### src/rtl/mips32_run_controller.sv
// Load/run/dump sequencer for the MIPS32 pipeline core: streams a program into core memory,
// runs the core until HALT (or, with MIPS_RUN_TIMEOUT_EN defined, a cycle limit), then dumps the register file.
module mips32_run_controller #(
  parameter int DATA_W        = 32,
  parameter int ADDR_W        = 10,
  parameter int NREGS         = 32,
  parameter int CNT_W         = 16,
  parameter int TIMEOUT_LIMIT = 1000,
  localparam int RIDX_W       = (NREGS > 1) ? $clog2(NREGS) : 1
) (
  input  logic              clk1,
  input  logic              rst,
  input  logic              start,
  input  logic              prog_valid,
  output logic              prog_ready,
  input  logic [DATA_W-1:0] prog_data,
  input  logic              prog_last,
  output logic              core_mem_we,
  output logic [ADDR_W-1:0] core_mem_addr,
  output logic [DATA_W-1:0] core_mem_wdata,
  output logic              core_run,
  input  logic              core_halted,
  output logic [RIDX_W-1:0] core_reg_raddr,
  input  logic [DATA_W-1:0] core_reg_rdata,
  output logic              dump_valid,
  input  logic              dump_ready,
  output logic [RIDX_W-1:0] dump_idx,
  output logic [DATA_W-1:0] dump_data,
  output logic              dump_last,
  output logic              busy,
  output logic              done,
  output logic              timeout,
  output logic [ADDR_W:0]   load_count,
  output logic [CNT_W-1:0]  cycle_count
);

  typedef enum logic [2:0] {S_IDLE, S_LOAD, S_RUN, S_DUMP, S_DONE} state_t;

`ifdef MIPS_RUN_TIMEOUT_EN
  localparam bit TMO_EN = 1'b1;
`else
  localparam bit TMO_EN = 1'b0;
`endif

  localparam logic [ADDR_W:0]   TOP_ADDR = {1'b0, {ADDR_W{1'b1}}};
  localparam logic [CNT_W-1:0]  CNT_MAX  = '1;
  localparam logic [RIDX_W-1:0] LAST_IDX = RIDX_W'(NREGS - 1);

  state_t           state;
  logic             prog_hs, dump_hs, tmo_hit;
  logic [CNT_W-1:0] cyc_nxt;

  assign prog_hs = prog_valid & prog_ready;
  assign dump_hs = dump_valid & dump_ready;

  assign core_mem_we    = prog_hs;
  assign core_mem_addr  = load_count[ADDR_W-1:0];
  assign core_mem_wdata = prog_ready ? prog_data : '0;

  // Register file is read combinationally, so the dump word tracks dump_idx directly.
  assign core_reg_raddr = dump_idx;
  assign dump_data      = dump_valid ? core_reg_rdata : '0;
  assign dump_last      = dump_valid & (dump_idx == LAST_IDX);

  assign cyc_nxt = (cycle_count == CNT_MAX) ? cycle_count : cycle_count + 1'b1;
  assign tmo_hit = TMO_EN && (32'(cyc_nxt) >= TIMEOUT_LIMIT);

  always_ff @(posedge clk1) begin
    if (rst) begin
      state       <= S_IDLE;
      prog_ready  <= 1'b0;
      core_run    <= 1'b0;
      dump_valid  <= 1'b0;
      dump_idx    <= '0;
      busy        <= 1'b0;
      done        <= 1'b0;
      timeout     <= 1'b0;
      load_count  <= '0;
      cycle_count <= '0;
    end else begin
      case (state)
        S_IDLE, S_DONE: begin
          if (start) begin
            state       <= S_LOAD;
            prog_ready  <= 1'b1;
            busy        <= 1'b1;
            done        <= 1'b0;
            timeout     <= 1'b0;
            load_count  <= '0;
            cycle_count <= '0;
          end
        end
        S_LOAD: begin
          if (prog_hs) begin
            load_count <= load_count + 1'b1;
            // Filling the top address ends the load even without prog_last: no wrap.
            if (prog_last || load_count == TOP_ADDR) begin
              state      <= S_RUN;
              prog_ready <= 1'b0;
              core_run   <= 1'b1;
            end
          end
        end
        S_RUN: begin
          cycle_count <= cyc_nxt;
          if (core_halted || tmo_hit) begin
            state      <= S_DUMP;
            core_run   <= 1'b0;
            dump_valid <= 1'b1;
            dump_idx   <= '0;
            timeout    <= ~core_halted;
          end
        end
        S_DUMP: begin
          if (dump_hs) begin
            if (dump_idx == LAST_IDX) begin
              state      <= S_DONE;
              dump_valid <= 1'b0;
              dump_idx   <= '0;
              busy       <= 1'b0;
              done       <= 1'b1;
            end else begin
              dump_idx <= dump_idx + 1'b1;
            end
          end
        end
        default: state <= S_IDLE;
      endcase
    end
  end

endmodule

### config.mk
export PLATFORM = sky130hd
export DESIGN_NAME = mips32_run_controller
export DESIGN_NICKNAME = d
export VERILOG_FILES = /design/src/rtl/mips32_run_controller.sv
export SDC_FILE = /design/constraint.sdc
export NUM_CORES = 1
export LEC_CHECK = 0
export BUFFER_PORTS_ARGS = -buffer_cell sky130_fd_sc_hd__clkbuf_2
export CAP_MARGIN = 10
export CORE_AREA = 2 2 83 85
export CTS_CLUSTER_DIAMETER = 120
export DETAILED_ROUTE_END_ITERATION = 8
export DIE_AREA = 0 0 85 87
export HOLD_SLACK_MARGIN = 0.15
export PLACE_DENSITY = 0.81
export SLEW_MARGIN = 20
export SYNTH_ARGS = -nofsm -noshare
export SYNTH_HDL_FRONTEND = slang
export SYNTH_SLANG_ARGS = --single-unit
### constraint.sdc
create_clock -name clk1 -period 2.63 [get_ports clk1]
set_clock_uncertainty 0.2 [all_clocks]
set_input_delay 0.3945 -clock clk1 [delete_from_list [all_inputs] [get_ports clk1]]
set_output_delay 0.3945 -clock clk1 [all_outputs]
set_load 0.01 [all_outputs]
## After elaboration in Yosys (flattened, before gate mapping)

Index checks and enable logic that the tools add are counted.

| operators by class | value |
|---|---|
| bitwise logic cells | 4 |
| reduce and logical (&&, ||, !) cells | 17 |
| add/subtract/negate cells | 3 |
| eq/ne operators | 14 |
| multiplexer cells | 38 |

Operators by type and width:

| kind | count |
|---|---|
| 2-to-1 mux 32 bit | 2 |
| 2-to-1 mux 16 bit | 2 |
| one-hot mux 16 bit (2 select lines) | 1 |
| 2-to-1 mux 11 bit | 2 |
| one-hot mux 11 bit (2 select lines) | 1 |
| 2-to-1 mux 3 bit | 6 |
| adder 16 x 1 -> 16 bit (second input constant) | 1 |
| == test 16 bit (second input constant) | 1 |
| AND reduction 4 bit | 4 |
| 2-to-1 mux 5 bit | 3 |
| != test 2 bit (second input constant) | 7 |
| 2-to-1 mux 1 bit | 13 |
| one-hot mux 1 bit (2 select lines) | 6 |
| one-hot mux 3 bit (4 select lines) | 1 |
| AND reduction 3 bit | 4 |
| adder 11 x 1 -> 11 bit (second input constant) | 1 |
| == test 11 x 10 -> 1 bit (second input constant) | 1 |
| one-hot mux 5 bit (2 select lines) | 1 |
| nonzero test 2 bit | 5 |
| == test 3 x 2 -> 1 bit (second input constant) | 2 |
| AND reduction 6 bit | 1 |
| adder 5 x 1 -> 5 bit (second input constant) | 1 |
| == test 5 bit (second input constant) | 1 |
| bitwise AND 1 bit | 3 |
| other kinds (6) | 6 |

| storage, ports and cells | value |
|---|---|
| output and inout port bits | 119 |
| register bits | 41 |
| word-level logic and storage cells | 86 |
| input bits | 71 |

## Longest topological paths before layout

| logic depth | value |
|---|---|
| depth in word-level cells | 5 |
| mapped depth | 7 |
| gate-level depth less buffers | 7 |

## Worst setup path before layout

OpenSTA, ideal clock, no wires.

| timing path | value |
|---|---|
| path kind | register -> register |
| from | register cycle_count[0] |
| to | register cycle_count[7] |
| cell stages (with the launch flop) | 7 |
| library setup time | 0.131 ns |
| path buffers | 0 |
| arrival | 1.637 ns |
| period minus slack after synthesis | 1.969 ns |
| slack | 0.661 ns |
| required time | 2.299 ns |
| cells stage by stage | dfxtp_1 > ha_1 > and3_1 > nand4_4 > o31a_1 > a41oi_2 > nor3_1 |

| between the ends | value |
|---|---|
| word-level cells in the longest chain between the ends | 3 |
| elaborated cells on any way between the ends | 6 |
| classes of those cells | add/sub (1); eq/ne (2); mux (2); reduce/logical (1) |

RTL lines:

| element | line | source |
|---|---|---|
| start: declaration | 34 | `output logic [CNT_W-1:0] cycle_count` |
| start signal: assignment | 105 | `cycle_count <= cyc_nxt;` |
| adder 16 x 1 -> 16 bit / == test 16 bit (equally long branches) | 65 | `assign cyc_nxt = (cycle_count == CNT_MAX) ? cycle_count : cycle_count + 1'b1;` |
| 2-to-1 mux 16 bit / != test 2 bit (equally long branches) | - |  |
| one-hot mux 16 bit (2 select lines) / AND reduction 3 bit (equally long branches) | - |  |

Several ways; a longest one is shown, not always the timed one. The select of a mux whose other input is x is not followed.
A chain may end at the register's enable or synchronous reset.

## Worst setup path after layout

| timing path | value |
|---|---|
| from | register dump_idx[0] (netlist: core_reg_raddr[0]) |
| to | output port dump_last |

| between the ends | value |
|---|---|
| word-level cells in the longest chain between the ends | 2 |

RTL lines:

| element | line | source |
|---|---|---|
| start: declaration | 27 | `output logic [RIDX_W-1:0] dump_idx,` |
| start signal: assignment | 123 | `dump_idx <= dump_idx + 1'b1;` |
| == test 5 bit | 63 | `assign dump_last = dump_valid & (dump_idx == LAST_IDX);` |
| bitwise AND 1 bit | 63 |  |
| end: declaration | 29 | `output logic dump_last,` |

Every way passes these cells.

==> results.cfg <==
[timing]
worstMarginPinSlew_ns = 0.596
rsz0062_at_grt = no
fmaxAchievable_ghz = 0.455
whs_ns = 0.204
slew_violations = 0
slew_headroom_pct = 59.7
finalSetupTns_ns = 0
fin_ws_ns = 0.434
setup_viol = 0
period_share_pct = 83.5
finalHoldViolations = 0
min_period_ns = 2.20

[hold_path]
hold_path_class = in -> reg

[clock_network]
worst_skew_pair.late_latency_ns = 0.29
cts_hold_buf = 0
cts.repair.resized = 0
cts_tree = built
cts_setup_buffers = 0
numCtsBuffers = 5
clockBufferDepth = 2
cts.sinks = 41
clk_pin_slew_ns = 0.07
clock-root-buffer = clkbuf_8
htree_num_levels = 2

[logic_synthesis]
ys_types = 49
synth_mux_area_share_pct = 1.59
ys_seq_area_share_pct = 31.7
synth_warnings = 0
async_reset_ff_share_pct = 0
synth-xor-area-share_pct = 6.09
synth_top_family_by_area = simple AND/OR/NAND/NOR gates
avgSynthCellArea_sq_um = 8.14
yosys.area_share.simple_pct = 40.2
synth-main-ff-cell = dfxtp_1
yosys.area_share.adder_pct = 1.93
synth_top_area_share_pct = 31.7
synthTopCellsByArea = dfxtp_1, and2_1, buf_4, nor2_1, xor2_1
syn_area_sq_um = 2590
post-synth-top-area-cell = dfxtp_1
synth-edff-count = 0
synthCells = 318
synth-seq-cells = 41
syn_nets = 393
synth_compound_area_share_pct = 11.4

[setup_path]
cpMostUsedCell = ha_1
critPathBufInv = 1
crit_chain = ha_1 > and3_1 > ha_1 > and2_1 > clkbuf_2
path_class = reg -> out
end_kind = primary output
cp_top_family = adder cells
path_max_fanout = 5
cp_slowest_stage_delay_ns = 0.36
cp_slowest_cell = dfxtp_1
start_kind = register
cp.required_ns = 2.04
crit_arrival_ns = 1.60

[global_routing]
grt_pass1_vias = 2461
grt_pass1_wl_microns = 11400
antenna_found_initial = 0
track_usage_pct = 19.0
grt_max_degree = 39
grt_overflow = 0

[final_layout]
final_cell_mix = clkbuf_2, and2_1, dfxtp_1, nor2_1, nand2_1
fin_area_sq_um = 3570
layout_commonest_cell = clkbuf_2
area_growth_pct = 37.9
antenna_cells = 0
drive_above_1_share_pct = 42.6
fin_nets = 563

[routing]
totalWireLength_microns = 7630
firstDrtPassIters = 4
drt_iter0_drc = 192
vias = 2810
vias_per_cell = 4.95
detail_route.wl_per_cell_microns = 13.4
final_antenna_net_count = 0
drc = 0

[power_and_ir_drop]
leakage_nw = 1.80
power_switching_w = 0.000560
power.share.clock_pct = 24.7
irDropWorstVdd_mv = 0.283
swShare_pct = 33.6
intPower_w = 0.00111
power.share.sequential_pct = 42.3
comb_power_share_pct = 33.0
power_density_nw_per_um2 = 466
fin_total_pwr_w = 0.00167

[floorplan]
io_pins = 190
die_area_sq_um = 7400
core_sq_um = 6570
die_w_microns = 85
rows = 30
start_util_pct = 39.4
die_height_microns = 87

[place]
place_congestion = 0.864
hpwlAfterDp_microns = 6180
post_dp_cell_area_sq_um = 3490
port_buffers = 189
place_ws_ns = 0.517

[run_status]
status = complete, no violations

[run]
maxCapViolCount = 0
## final timing paths
path | startpoint | cells past startpoint | slack [ns] | end
min reg2reg | core_run$_SDFFE_PP0P_ | 2 | 0.29 | core_run$_SDFFE_PP0P_
max | core_reg_raddr[0]$_SDFFE_PP0P_ | 5 | 0.43 | dump_last
max reg2reg | state[0]$_SDFFE_PP0P_ | 5 | 0.49 | load_count[5]$_SDFFE_PP0P_
min | core_halted | 3 | 0.20 | dump_valid$_SDFFE_PP0P_
## logic make-up after synthesis
family,Yosys count
AND/OR/NAND/NOR,180
flip-flops,41
AO/OA/AOI/OAI,40
buffers and inverters,31
XOR/XNOR,18
multiplexers,4
adder cells (fa/ha/maj),4
## state kept, by name (all words and copies together), names as in the netlist
name,flops
core_reg_raddr,5
core_run,1
timeout,1
state,3
prog_ready,1
done,1
dump_valid,1
busy,1
load_count,11
cycle_count,16
## area by class of cell
cell class | instances | area, sq um
clock buffer | 7 | 86.3
fill | 611 | 3000
inverter | 1 | 3.75
multi-input combinational | 246 | 1590
sequential | 41 | 821
tap | 80 | 100
timing repair buffer | 193 | 976
## power by group through the flow
stage	sequential [W]	combinational, W	clock [W]
6_report	0.000705	0.000550	0.000411
5_1_grt	0.000712	0.000603	0.000450
4_1_cts	0.000704	0.000553	0.000420
3_5_place_dp	0.000718	0.000549	0
3_3_place_gp	0.000715	0.000538	0
2_1_floorplan	0.000703	0.000357	0
## worst min-delay path: stages
cell and delay, ns:
clkbuf_2 0.11, a21oi_1 0.06, nor2b_1 0.09
## synthesized netlist by cell type (4+ instances only)
| cell | instances |
|---|---|
| nor3_1 | 5 |
| and3_1 | 7 |
| or3_1 | 4 |
| nand2_1 | 23 |
| clkbuf_1 | 11 |
| ha_1 | 4 |
| nand2b_1 | 6 |
| nand4_1 | 13 |
| and4_1 | 4 |
| xnor2_1 | 6 |
| dfxtp_1 | 41 |
| nor2_1 | 28 |
| a21oi_1 | 16 |
| and2_1 | 67 |
| buf_4 | 15 |
| nand3_1 | 7 |
| xor2_1 | 12 |
## metal layers
metal	vias up	wire length, microns	GRT usage [%]
met3	10	537	4.17
met2	124	3820	32.7
met4	0	106	5.34
met1	1261	3160	24.0
li1	1415	-	-
met5	-	0	0
## stage by stage
step / instances / util [%]
detailed placement: 561 / 53.1
finish: 568 / 54.4
global placement: 561 / 53.1
global route: 568 / 54.4
CTS: 568 / 54.4
floorplan: 318 / -
Note: power is estimated with default switching activity, not from simulation.
